==> src/rtl/excp_ctrl_if.sv <==
// Commit bus from the retire stage into excp_ctrl, plus the CSR write payload,
// flush and fetch redirect that excp_ctrl returns.
interface excp_ctrl_if;
    logic        commit_valid;
    logic [31:0] commit_pc;
    logic        commit_excp;
    logic [14:0] commit_code;
    logic        commit_badv_valid;
    logic [31:0] commit_badv;
    logic        commit_ertn;

    logic        excp_we;
    logic [1:0]  wr_crmd_plv;
    logic        wr_crmd_ie;
    logic        wr_crmd_da;
    logic        wr_crmd_pg;
    logic [1:0]  wr_prmd_pplv;
    logic        wr_prmd_pie;
    logic [14:0] wr_code;
    logic [31:0] wr_era;
    logic [31:0] wr_badv;
    logic [18:0] wr_vppn;
    logic        flush;
    logic        redirect_valid;
    logic [31:0] redirect_pc;

    modport master (
        output commit_valid, commit_pc, commit_excp, commit_code,
        output commit_badv_valid, commit_badv, commit_ertn,
        input  excp_we, wr_crmd_plv, wr_crmd_ie, wr_crmd_da, wr_crmd_pg,
        input  wr_prmd_pplv, wr_prmd_pie, wr_code, wr_era, wr_badv, wr_vppn,
        input  flush, redirect_valid, redirect_pc
    );

    modport slave (
        input  commit_valid, commit_pc, commit_excp, commit_code,
        input  commit_badv_valid, commit_badv, commit_ertn,
        output excp_we, wr_crmd_plv, wr_crmd_ie, wr_crmd_da, wr_crmd_pg,
        output wr_prmd_pplv, wr_prmd_pie, wr_code, wr_era, wr_badv, wr_vppn,
        output flush, redirect_valid, redirect_pc
    );
endinterface

==> src/rtl/excp_ctrl.sv <==
// Exception/interrupt controller: collects interrupt status, arbitrates retiring
// traps and ertn, issues the CSR update, fetch redirect and a timed pipeline flush.
module excp_ctrl #(
    parameter int unsigned FLUSH_CYCLES = 2
) (
    input  logic        clk,
    input  logic        rst_n,
    input  logic [1:0]  swi,
    input  logic [1:0]  swi_clr,
    input  logic        ti,
    input  logic        ti_clr,
    input  logic [7:0]  hwi,
    input  logic        ipi,
    output logic [12:0] is,
    input  logic [1:0]  crmd_plv,
    input  logic        crmd_ie,
    input  logic        crmd_da,
    input  logic        crmd_pg,
    input  logic [12:0] ecfg_lie,
    input  logic [31:0] eentry,
    input  logic [31:0] tlbrentry,
    input  logic [31:0] era_cur,
    excp_ctrl_if.slave  bus
);
    typedef enum logic [0:0] {StIdle, StFlush} state_e;

    localparam logic [3:0] CntInit = 4'(FLUSH_CYCLES - 1);

    logic [1:0] swi_q;
    logic       ti_q, ipi_q;
    logic [7:0] hwi_s1_q, hwi_s2_q;
    logic       int_req;

    always_ff @(posedge clk or negedge rst_n) begin
        if (!rst_n) begin
            swi_q    <= '0;
            ti_q     <= 1'b0;
            ipi_q    <= 1'b0;
            hwi_s1_q <= '0;
            hwi_s2_q <= '0;
        end else begin
            // swi wins over its clear; ti_clr wins over ti
            swi_q    <= swi | (swi_q & ~swi_clr);
            ti_q     <= ti_clr ? 1'b0 : (ti | ti_q);
            ipi_q    <= ipi;
            hwi_s1_q <= hwi;
            hwi_s2_q <= hwi_s1_q;
        end
    end

    assign is      = {ipi_q, ti_q, 1'b0, hwi_s2_q, swi_q};
    assign int_req = (|(is & ecfg_lie)) && crmd_ie;

    state_e      state_q, state_d;
    logic [3:0]  cnt_q, cnt_d;
    logic        we_q, we_d, flush_q, flush_d, rv_q, rv_d;
    logic [31:0] pc_q, pc_d;
    logic [1:0]  plv_q, plv_d, pplv_q, pplv_d;
    logic        ie_q, ie_d, da_q, da_d, pg_q, pg_d, pie_q, pie_d;
    logic [14:0] code_q, code_d;
    logic [31:0] era_q, era_d, badv_q, badv_d;
    logic [18:0] vppn_q, vppn_d;
    logic        tlbr;

    always_comb begin
        state_d = state_q;
        cnt_d   = cnt_q;
        we_d    = 1'b0;
        flush_d = 1'b0;
        rv_d    = 1'b0;
        pc_d    = pc_q;
        plv_d   = plv_q;
        ie_d    = ie_q;
        da_d    = da_q;
        pg_d    = pg_q;
        pplv_d  = pplv_q;
        pie_d   = pie_q;
        code_d  = code_q;
        era_d   = era_q;
        badv_d  = badv_q;
        vppn_d  = vppn_q;
        tlbr    = !int_req && (bus.commit_code[5:0] == 6'h3f);
        unique case (state_q)
            StIdle: begin
                if (bus.commit_valid && (int_req || bus.commit_excp || bus.commit_ertn)) begin
                    state_d = StFlush;
                    cnt_d   = CntInit;
                    flush_d = 1'b1;
                    rv_d    = 1'b1;
                    if (int_req || bus.commit_excp) begin
                        we_d   = 1'b1;
                        pplv_d = crmd_plv;
                        pie_d  = crmd_ie;
                        plv_d  = 2'b00;
                        ie_d   = 1'b0;
                        da_d   = tlbr ? 1'b1 : crmd_da;
                        pg_d   = tlbr ? 1'b0 : crmd_pg;
                        era_d  = bus.commit_pc;
                        code_d = int_req ? 15'h0000 : bus.commit_code;
                        vppn_d = bus.commit_badv[31:13];
                        pc_d   = tlbr ? tlbrentry : eentry;
                        if (bus.commit_badv_valid) begin
                            badv_d = bus.commit_badv;
                        end
                    end else begin
                        pc_d = era_cur;
                    end
                end
            end
            StFlush: begin
                if (cnt_q == 4'd0) begin
                    state_d = StIdle;
                end else begin
                    cnt_d   = cnt_q - 4'd1;
                    flush_d = 1'b1;
                end
            end
            default: state_d = StIdle;
        endcase
    end

    always_ff @(posedge clk or negedge rst_n) begin
        if (!rst_n) begin
            state_q <= StIdle;
            cnt_q   <= '0;
            we_q    <= 1'b0;
            flush_q <= 1'b0;
            rv_q    <= 1'b0;
            pc_q    <= '0;
            plv_q   <= '0;
            ie_q    <= 1'b0;
            da_q    <= 1'b0;
            pg_q    <= 1'b0;
            pplv_q  <= '0;
            pie_q   <= 1'b0;
            code_q  <= '0;
            era_q   <= '0;
            badv_q  <= '0;
            vppn_q  <= '0;
        end else begin
            state_q <= state_d;
            cnt_q   <= cnt_d;
            we_q    <= we_d;
            flush_q <= flush_d;
            rv_q    <= rv_d;
            pc_q    <= pc_d;
            plv_q   <= plv_d;
            ie_q    <= ie_d;
            da_q    <= da_d;
            pg_q    <= pg_d;
            pplv_q  <= pplv_d;
            pie_q   <= pie_d;
            code_q  <= code_d;
            era_q   <= era_d;
            badv_q  <= badv_d;
            vppn_q  <= vppn_d;
        end
    end

    assign bus.excp_we        = we_q;
    assign bus.flush          = flush_q;
    assign bus.redirect_valid = rv_q;
    assign bus.redirect_pc    = pc_q;
    assign bus.wr_crmd_plv    = plv_q;
    assign bus.wr_crmd_ie     = ie_q;
    assign bus.wr_crmd_da     = da_q;
    assign bus.wr_crmd_pg     = pg_q;
    assign bus.wr_prmd_pplv   = pplv_q;
    assign bus.wr_prmd_pie    = pie_q;
    assign bus.wr_code        = code_q;
    assign bus.wr_era         = era_q;
    assign bus.wr_badv        = badv_q;
    assign bus.wr_vppn        = vppn_q;
endmodule

==> src/flat_wrapper.sv <==
// flat-port wrapper written by rule: the top's interface ports become plain ports
module excp_ctrl_flat 
#(
    parameter int unsigned FLUSH_CYCLES = 2
)
  (clk, rst_n, swi, swi_clr, ti, ti_clr, hwi, ipi, is, crmd_plv, crmd_ie, crmd_da, crmd_pg, ecfg_lie, eentry, tlbrentry, era_cur, bus_commit_valid, bus_commit_pc, bus_commit_excp, bus_commit_code, bus_commit_badv_valid, bus_commit_badv, bus_commit_ertn, bus_excp_we, bus_wr_crmd_plv, bus_wr_crmd_ie, bus_wr_crmd_da, bus_wr_crmd_pg, bus_wr_prmd_pplv, bus_wr_prmd_pie, bus_wr_code, bus_wr_era, bus_wr_badv, bus_wr_vppn, bus_flush, bus_redirect_valid, bus_redirect_pc);
  excp_ctrl_if bus_i ();
  input  logic clk;
  input  logic rst_n;
  input  logic [1:0] swi;
  input  logic [1:0] swi_clr;
  input  logic ti;
  input  logic ti_clr;
  input  logic [7:0] hwi;
  input  logic ipi;
  output logic [12:0] is;
  input  logic [1:0] crmd_plv;
  input  logic crmd_ie;
  input  logic crmd_da;
  input  logic crmd_pg;
  input  logic [12:0] ecfg_lie;
  input  logic [31:0] eentry;
  input  logic [31:0] tlbrentry;
  input  logic [31:0] era_cur;
  input wire logic [$bits(bus_i.commit_valid)-1:0] bus_commit_valid;
  input wire logic [$bits(bus_i.commit_pc)-1:0] bus_commit_pc;
  input wire logic [$bits(bus_i.commit_excp)-1:0] bus_commit_excp;
  input wire logic [$bits(bus_i.commit_code)-1:0] bus_commit_code;
  input wire logic [$bits(bus_i.commit_badv_valid)-1:0] bus_commit_badv_valid;
  input wire logic [$bits(bus_i.commit_badv)-1:0] bus_commit_badv;
  input wire logic [$bits(bus_i.commit_ertn)-1:0] bus_commit_ertn;
  output wire logic [$bits(bus_i.excp_we)-1:0] bus_excp_we;
  output wire logic [$bits(bus_i.wr_crmd_plv)-1:0] bus_wr_crmd_plv;
  output wire logic [$bits(bus_i.wr_crmd_ie)-1:0] bus_wr_crmd_ie;
  output wire logic [$bits(bus_i.wr_crmd_da)-1:0] bus_wr_crmd_da;
  output wire logic [$bits(bus_i.wr_crmd_pg)-1:0] bus_wr_crmd_pg;
  output wire logic [$bits(bus_i.wr_prmd_pplv)-1:0] bus_wr_prmd_pplv;
  output wire logic [$bits(bus_i.wr_prmd_pie)-1:0] bus_wr_prmd_pie;
  output wire logic [$bits(bus_i.wr_code)-1:0] bus_wr_code;
  output wire logic [$bits(bus_i.wr_era)-1:0] bus_wr_era;
  output wire logic [$bits(bus_i.wr_badv)-1:0] bus_wr_badv;
  output wire logic [$bits(bus_i.wr_vppn)-1:0] bus_wr_vppn;
  output wire logic [$bits(bus_i.flush)-1:0] bus_flush;
  output wire logic [$bits(bus_i.redirect_valid)-1:0] bus_redirect_valid;
  output wire logic [$bits(bus_i.redirect_pc)-1:0] bus_redirect_pc;
  assign bus_i.commit_valid = bus_commit_valid;
  assign bus_i.commit_pc = bus_commit_pc;
  assign bus_i.commit_excp = bus_commit_excp;
  assign bus_i.commit_code = bus_commit_code;
  assign bus_i.commit_badv_valid = bus_commit_badv_valid;
  assign bus_i.commit_badv = bus_commit_badv;
  assign bus_i.commit_ertn = bus_commit_ertn;
  assign bus_excp_we = bus_i.excp_we;
  assign bus_wr_crmd_plv = bus_i.wr_crmd_plv;
  assign bus_wr_crmd_ie = bus_i.wr_crmd_ie;
  assign bus_wr_crmd_da = bus_i.wr_crmd_da;
  assign bus_wr_crmd_pg = bus_i.wr_crmd_pg;
  assign bus_wr_prmd_pplv = bus_i.wr_prmd_pplv;
  assign bus_wr_prmd_pie = bus_i.wr_prmd_pie;
  assign bus_wr_code = bus_i.wr_code;
  assign bus_wr_era = bus_i.wr_era;
  assign bus_wr_badv = bus_i.wr_badv;
  assign bus_wr_vppn = bus_i.wr_vppn;
  assign bus_flush = bus_i.flush;
  assign bus_redirect_valid = bus_i.redirect_valid;
  assign bus_redirect_pc = bus_i.redirect_pc;
  excp_ctrl #(.FLUSH_CYCLES(FLUSH_CYCLES)) u_core (.clk(clk), .rst_n(rst_n), .swi(swi), .swi_clr(swi_clr), .ti(ti), .ti_clr(ti_clr), .hwi(hwi), .ipi(ipi), .is(is), .crmd_plv(crmd_plv), .crmd_ie(crmd_ie), .crmd_da(crmd_da), .crmd_pg(crmd_pg), .ecfg_lie(ecfg_lie), .eentry(eentry), .tlbrentry(tlbrentry), .era_cur(era_cur), .bus(bus_i));
endmodule
==> config.mk <==
export PLATFORM = sky130hd
export DESIGN_NAME = excp_ctrl_flat
export DESIGN_NICKNAME = d
export VERILOG_FILES = /design/src/rtl/excp_ctrl_if.sv /design/src/rtl/excp_ctrl.sv /design/src/flat_wrapper.sv
export SDC_FILE = /design/constraint.sdc
export NUM_CORES = 1
export LEC_CHECK = 0
export ABC_CLOCK_PERIOD_IN_PS = 2100
export CORE_MARGIN = 4
export CORE_UTILIZATION = 36
export CTS_CLUSTER_DIAMETER = 150
export CTS_CLUSTER_SIZE = 40
export DETAILED_ROUTE_END_ITERATION = 10
export GPL_TIMING_DRIVEN = 0
export HOLD_SLACK_MARGIN = 0.12
export PLACE_DENSITY = 0.76
export SYNTH_ARGS = -nofsm -noshare
export SYNTH_HDL_FRONTEND = slang
export SYNTH_SLANG_ARGS = --single-unit
==> constraint.sdc <==
create_clock -name clk -period 2.1 [get_ports clk]
set_clock_uncertainty 0.2 [all_clocks]
set_input_delay 0.42 -clock clk [delete_from_list [all_inputs] [get_ports clk]]
set_output_delay 0.42 -clock clk [all_outputs]
set_load 0.01 [all_outputs]
==> flow_summary_export.csv <==
group,metric,value,unit
logic_synthesis,yosysUniqueCellTypes,41,
power,power.leakage,5.59,nW
route,num_vias,6074,
place,hpwl,18.1,mm
hold_path,holdPathStages,0,
logic_synthesis,synth_area_leaders,"dfrtp_1 (58%), mux2_4 (10%), mux2_1 (6.3%)",
sta,fmax,0.430,GHz
place,io_buffers,362,
hold_path,holdPathEnd,"u_core.hwi_s2_q[3]",
grt,grt_pass1_wl,38.0,mm
sta,setup_viol,134,
sta,fin_crit_sh,1.11,
final_layout,drive_above_1_share,0.242,
worst_setup_path,reg2reg_slack,-210,ps
worst_setup_path,cp-start-kind,"input pin",
clock_tree,clk_path_buf_depth,2,
route,avgViaCountPerCell,5.02,
sta,worst_slew_margin_rel,0.580,
worst_setup_path,r2r-start,"u_core.swi_q[0]",
sta,finalSetupTns,-20130,ps
hold_path,worstHoldStart,"u_core.hwi_s1_q[3]",
worst_setup_path,cp_data_required_time,2200,ps
logic_synthesis,yosysSeqAreaShare,0.580,
logic_synthesis,postSynthAreaPerCell,13.4,um^2
worst_setup_path,endpoint_kind,"register",
floorplan,pin_count,368,
floorplan,core-area,18900,um^2
route,ant_nets,0,
sta,rsz0062_at_grt,"true",
floorplan,std_cell_rows,50,
worst_setup_path,path_class,"input pin to register",
logic_synthesis,syn_inst,521,
flow_run,maxCapViolations,0,
logic_synthesis,synthesis.area,6990,um^2
place,placed_cells,1147,
clock_tree,cts_tree,"done",
grt,antenna_found_initial,0,
route,wire_per_inst,21.3,um
sta,period_needed,2330,ps
clock_tree,h-tree-depth,4,
grt,grt_max_degree,101,
logic_synthesis,synth.ff_latch_count,162,
clock_tree,numCtsBuffers,17,
worst_setup_path,cp_max_fo,10,
power,p_per_area,1230,nW/um^2
route,drt_wl_total,25.8,mm
run_status,violations,"negative setup slack",
sta,drv_slew,0,
sta,worst_pin_slew,630,ps
final_layout,diodes,0,
worst_setup_path,cpPeakStageDelay,440,ps
power,peakVddDrop,0.000920,V
worst_setup_path,cp.arrival,2430,ps
logic_synthesis,synth_top_area_share,0.580,
clock_tree,clkTransAtPathRegs,60,ps
final_layout,final_cells,1211,
run_status,status,"complete, but fails checks",
clock_tree,clock-sinks,162,
logic_synthesis,yosysWarningCount,0,
final_layout,area_delta_synth_final,81.8,%
final_layout,nNetsFinal,1153,
logic_synthesis,yosysTopAreaCell,"dfrtp_1",
floorplan,initial_core_util,0.370,
worst_setup_path,crit_slowest_cell,"clkdlybuf4s50_1",
clock_tree,clk_latency,420,ps
clock_tree,cts_root_buf,"clkbuf_16",
worst_setup_path,reg2reg_depth,8,
grt,grt_pass1_vias,6601,
worst_setup_path,reg2reg_to,"u_core.bus.wr_era[13]",
place,gp_congestion,0.804,
floorplan,dieArea,21700,um^2
route,drc,0,
grt,grt_util_all_layers,0.225,
floorplan,die_y,147,um
sta,hold_violations,0,
worst_setup_path,cp_cell_sequence,"clkdlybuf4s50_1, a22oi_2, nand2_2, o31a_1, o21ai_4, buf_12, inv_16, clkbuf_16, mux2_4",
route,dr.first_iter.drc_count,289,
hold_path,hold_class,"register to register",
sta,fin_ws,-227,ps
floorplan,fp.dieW,147,um
grt,grt_remaining_overflow,0,
route,first_pass_iters,5,
final_layout,num-fill-cells,1377,
## layout by cell type (no fill, tap or decap), types with 13 or more instances in the layout
cell	n
clkdlybuf4s50_1	349
dfrtp_1	162
inv_1	39
o221ai_1	25
nor2b_1	32
clkbuf_16	25
o21ai_0	32
buf_4	21
a32oi_1	19
a32oi_2	13
a22o_1	15
buf_12	14
mux2_4	87
## critical path, delay by kind of cell
kind            cells  cell delay, ps
mux                 1             290
compound gates      3             720
simple gates        1             120
buf+inv             4             860
## power by group
part / switching [mW] / internal (mW) / leakage (nW)
combinational: 2.59 / 4.55 / 3.33
sequential: 0.793 / 4.46 / 1.96
clock: 1.41 / 1.87 / 0.299
total: 4.80 / 10.9 / 5.59
## logic make-up (layout without fill, tap and decap cells)
kind of cell,Yosys count,count (layout),synth area share
flops,162,162,0.580
compound gates,130,130,0.145
mux,89,89,0.169
buf+inv,83,510,0.0561
simple gates,54,54,0.0455
fa+ha+maj,1,1,0.00179
other cells,1,4,0.000537
xor+xnor,1,1,0.00125
## worst max path at each step
| stage | start | to | slack (ps) |
|---|---|---|---|
| final | ecfg_lie[0] | u_core.bus.wr_era[13] | -230 |
| after floorplan | u_core.hwi_s2_q[7] | u_core.bus.wr_badv[0] | -70 |
| after detailed placement | bus_commit_code[4] | u_core.bus.redirect_pc[19] | -950 |
| after global placement | rst_n | u_core.bus.wr_code[8] | -6360 |
| after global routing | u_core.ipi_q | u_core.bus.redirect_pc[13] | -260 |
| after CTS | u_core.ti_q | u_core.bus.redirect_pc[6] | -180 |
## sequential cells by signal (all words and copies together) (netlist names), 4 cells and up
name and flops:
u_core.bus.redirect_pc 32, u_core.bus.wr_badv 32, u_core.bus.wr_era 32, u_core.bus.wr_vppn 19
u_core.bus.wr_code 15, u_core.hwi_s1_q 8, u_core.hwi_s2_q 8, u_core.cnt_q 4
## Yosys cell counts (all sizes together)
cell type,instances
nor3,1
ha,1
a22o,15
nor2b,33
inv,40
nor4,2
xnor2,1
o211ai,1
o221ai,32
clkbuf,22
nor2,5
o21ai,34
a32oi,32
a21boi,1
a22oi,6
mux2i,1
o31ai,3
o31a,1
dfrtp,162
mux2,88
a21oi,1
and3,1
o22ai,2
buf,21
nand4,2
or2,1
or4b,1
nand2,7
nand3,1
a21o,2
conb,1
## area by class of cell
class | count | area (um^2) | area share
repair inverters | 1 | 16.3 | 0.00128
plain buffers | 41 | 439 | 0.0346
multi-input cells | 279 | 2930 | 0.231
clock buffers | 19 | 453 | 0.0357
repair buffers | 396 | 4150 | 0.327
inverters | 40 | 166 | 0.0131
well taps | 260 | 325 | 0.0256
clock inverters | 13 | 169 | 0.0133
flip-flops and latches | 162 | 4050 | 0.319
## through the flow
step | utilization | hold slack [ps] | total power [mW] | area, um^2 | worst slack, ps
finish | 0.672 | 148 | 15.7 | 12700 | -227
global route | 0.672 | 163 | 16.4 | 12700 | -263
CTS | 0.649 | 149 | 15.4 | 12300 | -179
detailed placement | 0.584 | 135 | 11.5 | 11000 | -947
global placement | 0.582 | 133 | 11.4 | 11000 | -6360
floorplan | - | -75.6 | 7.76 | 7050 | -72.1
## per-layer routing
metal  GRT usage  part of all wire  vias to the layer above
met5           0                 0                        -
met4      0.0657             0.020                        0
met3      0.0938             0.095                       38
met2       0.384              0.50                      287
met1       0.261              0.38                     3011
li1            -                 -                     2738
## repair_timing
action                                  CTS  global route
gates resized for setup                 110            57
hold buffers                              1             0
setup buffers                            19             4
hold endpoints to repair                 62             0
pin swaps                                12            21
cloned                                    2             8
endpoints found under the setup margin  143           137
No activity file was read; power rests on OpenSTA's default activity.
